### src/rtl/gpio_pad_pkg.sv
// Shared encodings for the GPIO pad controller: pad pull codes, interrupt
// trigger types and the per-channel trigger evaluation.
package gpio_pad_pkg;

  localparam logic [1:0] PULL_NONE = 2'b00;
  localparam logic [1:0] PULL_DOWN = 2'b10;
  localparam logic [1:0] PULL_UP   = 2'b11;

  typedef enum logic [1:0] {
    IRQ_RISE  = 2'b00,
    IRQ_FALL  = 2'b01,
    IRQ_BOTH  = 2'b10,
    IRQ_LEVEL = 2'b11
  } irq_type_e;

  // cur is the filtered input this cycle, prev is the same signal one cycle older.
  function automatic logic irq_event(irq_type_e kind, logic cur, logic prev);
    logic hit;
    hit = 1'b0;
    case (kind)
      IRQ_RISE:  hit = cur & ~prev;
      IRQ_FALL:  hit = ~cur & prev;
      IRQ_BOTH:  hit = cur ^ prev;
      IRQ_LEVEL: hit = cur;
      default:   hit = 1'b0;
    endcase
    return hit;
  endfunction

endpackage

### src/rtl/gpio_debounce.sv
// Per-channel input filter. With GPIO_DEBOUNCE_EN defined, a new level is
// accepted only after DEB_CNT consecutive cycles; otherwise a single register.
module gpio_debounce #(
  parameter int DEB_CNT = 4
) (
  input  logic clk,
  input  logic rst_n,
  input  logic sync,
  output logic filt
);

`ifdef GPIO_DEBOUNCE_EN
  localparam int CW = $clog2(DEB_CNT + 1);
  localparam logic [CW-1:0] CNT_LAST = CW'(DEB_CNT - 1);

  logic [CW-1:0] cnt_q, cnt_d;
  logic          filt_q, filt_d;

  // Any cycle where sync agrees with filt restarts the count from zero.
  always_comb begin
    cnt_d  = '0;
    filt_d = filt_q;
    if (sync != filt_q) begin
      if (cnt_q == CNT_LAST) filt_d = sync;
      else                   cnt_d  = cnt_q + 1'b1;
    end
  end

  always_ff @(posedge clk) begin
    if (!rst_n) begin
      cnt_q  <= '0;
      filt_q <= 1'b0;
    end else begin
      cnt_q  <= cnt_d;
      filt_q <= filt_d;
    end
  end
`else
  logic filt_q;

  always_ff @(posedge clk) begin
    if (!rst_n) filt_q <= 1'b0;
    else        filt_q <= sync;
  end

  // DEB_CNT is kept for a uniform instantiation; it shapes nothing in this build.
  if (DEB_CNT < 1) begin : g_deb_cnt_ignored
  end
`endif

  assign filt = filt_q;

endmodule

### src/rtl/gpio_pad_ctrl.sv
// N-channel GPIO pad controller: registered pad outputs, synchronised and
// filtered inputs, sticky interrupt status. Filter depth set by GPIO_DEBOUNCE_EN.
module gpio_pad_ctrl
  import gpio_pad_pkg::*;
#(
  parameter int N_CH    = 8,
  parameter int DEB_CNT = 4
) (
  input  logic [N_CH-1:0]   out_val,
  input  logic [N_CH-1:0]   oen,
  input  logic [2*N_CH-1:0] pull,
  input  logic [N_CH-1:0]   irq_en,
  input  logic [2*N_CH-1:0] irq_type,
  input  logic [N_CH-1:0]   irq_clr,
  input  logic [N_CH-1:0]   pad_dout,
  input  logic              clk,
  input  logic              rst_n,
  output logic [N_CH-1:0]   PAD_DIN,
  output logic [N_CH-1:0]   PAD_OEN,
  output logic [2*N_CH-1:0] PAD_PULL,
  output logic [N_CH-1:0]   in_val,
  output logic [N_CH-1:0]   irq_status,
  output logic              irq
);

  logic [N_CH-1:0]   din_q, oen_q;
  logic [2*N_CH-1:0] pull_q;
  logic [N_CH-1:0]   sync1_q, sync2_q;
  logic [N_CH-1:0]   filt, filt_dly_q;
  logic [N_CH-1:0]   irq_set;
  logic [N_CH-1:0]   status_q, status_d;
  logic              irq_q;

  always_ff @(posedge clk) begin
    if (!rst_n) begin
      din_q      <= '0;
      oen_q      <= '1;
      pull_q     <= '0;
      sync1_q    <= '0;
      sync2_q    <= '0;
      filt_dly_q <= '0;
      status_q   <= '0;
      irq_q      <= 1'b0;
    end else begin
      din_q      <= out_val;
      oen_q      <= oen;
      pull_q     <= pull;
      sync1_q    <= pad_dout;
      sync2_q    <= sync1_q;
      filt_dly_q <= filt;
      status_q   <= status_d;
      irq_q      <= |status_d;
    end
  end

  for (genvar i = 0; i < N_CH; i++) begin : g_ch
    gpio_debounce #(.DEB_CNT(DEB_CNT)) u_deb (
      .clk   (clk),
      .rst_n (rst_n),
      .sync  (sync2_q[i]),
      .filt  (filt[i])
    );
  end

  // Driven channels (registered OEN low) never raise status; a set beats a clear.
  always_comb begin
    irq_set = '0;
    for (int i = 0; i < N_CH; i++) begin
      irq_set[i] = irq_en[i] & oen_q[i] &
                   irq_event(irq_type_e'(irq_type[2*i +: 2]), filt[i], filt_dly_q[i]);
    end
    status_d = irq_set | (status_q & ~irq_clr);
  end

  assign PAD_DIN    = din_q;
  assign PAD_OEN    = oen_q;
  assign PAD_PULL   = pull_q;
  assign in_val     = filt;
  assign irq_status = status_q;
  assign irq        = irq_q;

endmodule

### config.mk
export PLATFORM = sky130hd
export DESIGN_NAME = gpio_pad_ctrl
export DESIGN_NICKNAME = d
export VERILOG_FILES = /design/src/rtl/gpio_pad_pkg.sv /design/src/rtl/gpio_debounce.sv /design/src/rtl/gpio_pad_ctrl.sv
export SDC_FILE = /design/constraint.sdc
export NUM_CORES = 1
export LEC_CHECK = 0
export ABC_AREA = 0
export CORE_ASPECT_RATIO = 1.5
export CORE_MARGIN = 2
export CORE_UTILIZATION = 44
export CTS_CLUSTER_SIZE = 14
export DETAILED_ROUTE_END_ITERATION = 6
export PLACE_DENSITY = 0.85
export SETUP_SLACK_MARGIN = 0.4
export SYNTH_ARGS = -nofsm -noshare
export SYNTH_HDL_FRONTEND = slang
export SYNTH_SLANG_ARGS = --single-unit
export TNS_END_PERCENT = 30
### constraint.sdc
create_clock -name clk -period 4.6 [get_ports clk]
set_input_delay 0.46 -clock clk [delete_from_list [all_inputs] [get_ports clk]]
set_output_delay 0.46 -clock clk [all_outputs]
set_load 0.02 [all_outputs]
==> parameters.txt <==
Parameter                              Value

Clock tree
  Post-cts resize count ... 0
  Clock sink count ... 73
  Clock Tree Buf Depth ... 2
  Number of hold-repair buffers added at the cts stage ... 0
  Cell at the root of the clock tree ... clkbuf_8
  # Post-CTS Setup Buffers ... 0
  Number of buffers created by CTS ... 9
  TritonCTS clock tree ... yes
  Clock slew at the register clock pins of the worst setup and hold paths ... around 0.070 ns
  Clock H-tree levels ... 3
  Clock latency reported for the late side of the worst-skew pair ... 0.33 ns

STA
  Final critical delay including setup and external delays ... 2.00 ns
  Setup slack of the critical path after layout ... 2.60 ns
  Fin. Hold Viols ... 0
  Setup TNS Final ... 0 ns
  Final hold slack ... ~0.43 ns
  Pins Over Slew Limit ... 0
  Achievable Freq ... approximately 500 MHz
  Slew headroom ... 56.7%
  Least-Margin Pin Slew ... 0.648 ns
  Setup-violating endpoint count in the final report ... 0
  Post-route clock skew ... 0.00591 ns
  RSZ-0062 raised after global routing ... no
  Final worst-path cycle share ... 43.5%

Critical path
  R2r worst-path depth ... 7
  Cells along the critical path ... clkdlybuf4s50_1, buf_4, inv_1, a41oi_2
  Cell with the biggest individual delay on the critical path ... clkdlybuf4s50_1
  Critical Path Fanout Max ... 34
  Arrival time worst endpoint ... ~2.3 ns
  Register-to-Register Setup Slack ... about 2.8 ns
  Capturing element type of the critical path ... register
  Startpoint-to-endpoint class of the critical path ... in2reg
  Required arrival time at the worst endpoint ... 4.86 ns
  Category of cells accounting for the largest share of critical-path delay ... buffers and inverters
  Bufs and invs on worst path ... 3
  Startpoint class of the critical path ... input port
  Delay of the slowest cell on the worst path ... between 0.8 and 0.9 ns
  Worst reg2reg endpoint ... irq
  Startpoint of the lowest-slack register-to-register path ... g_ch[6].u_deb.filt

Synthesis
  Number of enable flip-flop cells after synthesis ... 0
  Number of storage elements in the synthesis netlist ... 73
  Post-synth top flop ... dfxtp_1
  Number of synthesis warnings ... 0
  Synthesized instance count ... about 260
  Sequential cell area fraction in the yosys report ... 55.6%
  Avg Inst Size Synth ... 10.2 sq um
  Number of distinct library cells after synthesis ... 27
  Cell area after synthesis ... 0.00263 sq mm
  Async S/R FF share, synth ... 0%
  Nets in the synthesized netlist ... 347

Drt
  First drt pass iteration count ... 4
  Remaining routing DRC violations ... 0
  DRC marker count from the first detailed-route iteration ... 41
  Detailed-route wire length ... approximately 5.5 mm
  Routed vias ... between 2000 and 2500
  Vias per cell ... 4.65
  Top routing layer used ... met4
  Detailed-route wire length on metal 1 ... just over 2 mm
  Length of routed met2 wiring ... approximately 2.8 mm
  Avg WL per Cell ... between 10 and 15 um
  Routed length on met3 ... about 520 um
  Number of nets with antenna violations after detailed routing ... 0

Power and ir drop
  Peak VDD IR ... 230 uV
  Sum of internal, switching and leakage power ... 1.24 mW
  Leakage dissipation ... around 1.6 nW
  Power density of the placed cells ... 310 mW/mm^2

GRT
  Wire length of the first global-routing pass ... 8.85 mm
  Pin count of the biggest net entering global routing ... 35
  Global-route total usage across every layer ... 17.8%
  Remaining global-route overflow ... 0
  Via count of the first global-routing pass ... 2096
  Initial antenna violation count ... 0

Layout
  Most frequent cells in the layout ... 122 x clkdlybuf4s50_1, 73 x dfxtp_1, 49 x and2_1
  Layout Nets ... 466
  Final design instance area without fill ... approximately 0.004 sq mm
  Final cell count without fillers ... 450
  Area overhead of the layout relative to synthesis ... 52.6%
  Post-route core utilization ... 69.3%
  Most common cell after layout, fill and taps aside ... clkdlybuf4s50_1
  Fillers ... 456
  Number of diodes added for antenna fixing ... 0
  Layout cell share with drive strength beyond 1 ... 3.70%

Placement
  Final HPWL DP ... 4.31 mm
  Post-Place Worst Slack ... ~2.2 ns
  Placed Cells incl. Taps ... approximately 440
  Placer congestion estimate ... 0.755
  Placed cell area ... between 0.003 and 0.004 sq mm
  Count of port buffers added during placement ... roughly 120

Floorplan
  Die Width ... roughly 67 um
  Area of the die ... 0.00662 sq mm
  Initial standard-cell utilization of the core ... 45.4%
  Placeable core region ... 0.00579 sq mm
  Vertical die dimension ... 98.7 um
  Top-level I/O count ... 123
  Standard-cell rows ... 34

Worst hold path
  Worst hold path endpoint ... sync2_q[1]
  Worst Hold Class ... reg2reg
  Hold Crit Depth ... 1
  Origin of the worst min-delay path ... sync1_q[1]

Status
  Result of the run ... completed

Run
  Max-cap check violation count ... 0
[cells in the mapped netlist, types with 2 or more instances]
library cell  number  area, sq um
mux2i_1            8         80.1
and3_1             3         18.8
nor3_1             5         25.0
buf_4              8         60.1
nand2_1           14         52.6
dfxtp_1           73         1460
inv_1             22         82.6
a21oi_1            2         10.0
clkbuf_1           7         26.3
a221oi_1           3         26.3
nor2_1            17         63.8
nand2b_1          10         62.6
and2_1            49          307
o311a_1            2         20.0
nand4_1            2         12.5
ha_1              16          200
o21ai_0            6         30.0
[layer usage]
metal	vias to the layer above	global-route usage, %
met5	-	0
met4	0	8.48
met3	7	7.99
met2	86	31.2
met1	948	17.3
li1	1053	-
[power by group]
part | total [mW] | switching (mW) | internal (mW)
Sequential | 0.669 | 0.0103 | 0.659
Clock | 0.404 | 0.203 | 0.201
Combinational | 0.169 | 0.0633 | 0.105
[worst max path at each step]
| stage | from | to | slack (ns) | cells past startpoint |
|---|---|---|---|---|
| 2_1_floorplan | g_ch[1].u_deb.filt | irq | 3.15 | 7 |
| 3_3_place_gp | rst_n | irq | 2.27 | 4 |
| 3_5_place_dp | rst_n | irq | 2.21 | 4 |
| 4_1_cts | rst_n | irq | 2.57 | 4 |
| 5_1_grt | rst_n | irq | 2.35 | 4 |
| 6_report | rst_n | irq | 2.60 | 4 |
[logic make-up after synthesis]
kind of cell,share of synthesized area [%]
AND/OR/NAND/NOR,22.1
flip-flops,55.6
AO/OA/AOI/OAI,5.19
adder cells (fa/ha/maj),7.62
buffers and inverters,6.43
multiplexers,3.05
[registers in the layout, summed over array words and instances, names as in the netlist]
name	count
sync2_q	8
filt_dly_q	8
PAD_DIN	8
sync1_q	8
PAD_PULL	16
irq_status	8
PAD_OEN	8
irq	1
g_ch.u_deb.filt	8
[cell type report]
class                           instances  area, sq um  share of cell area, %
Sequential cell                        73         1460                   36.4
Timing Repair Buffer                  123         1230                   30.6
Multi-Input combinational cell        147          998                   24.9
Clock buffer                           12          145                   3.62
Tap cell                               72         90.1                   2.25
Inverter                               22         82.6                   2.06
Clock inverter                          1         5.00                  0.125
(Power assumes the default switching activity.)
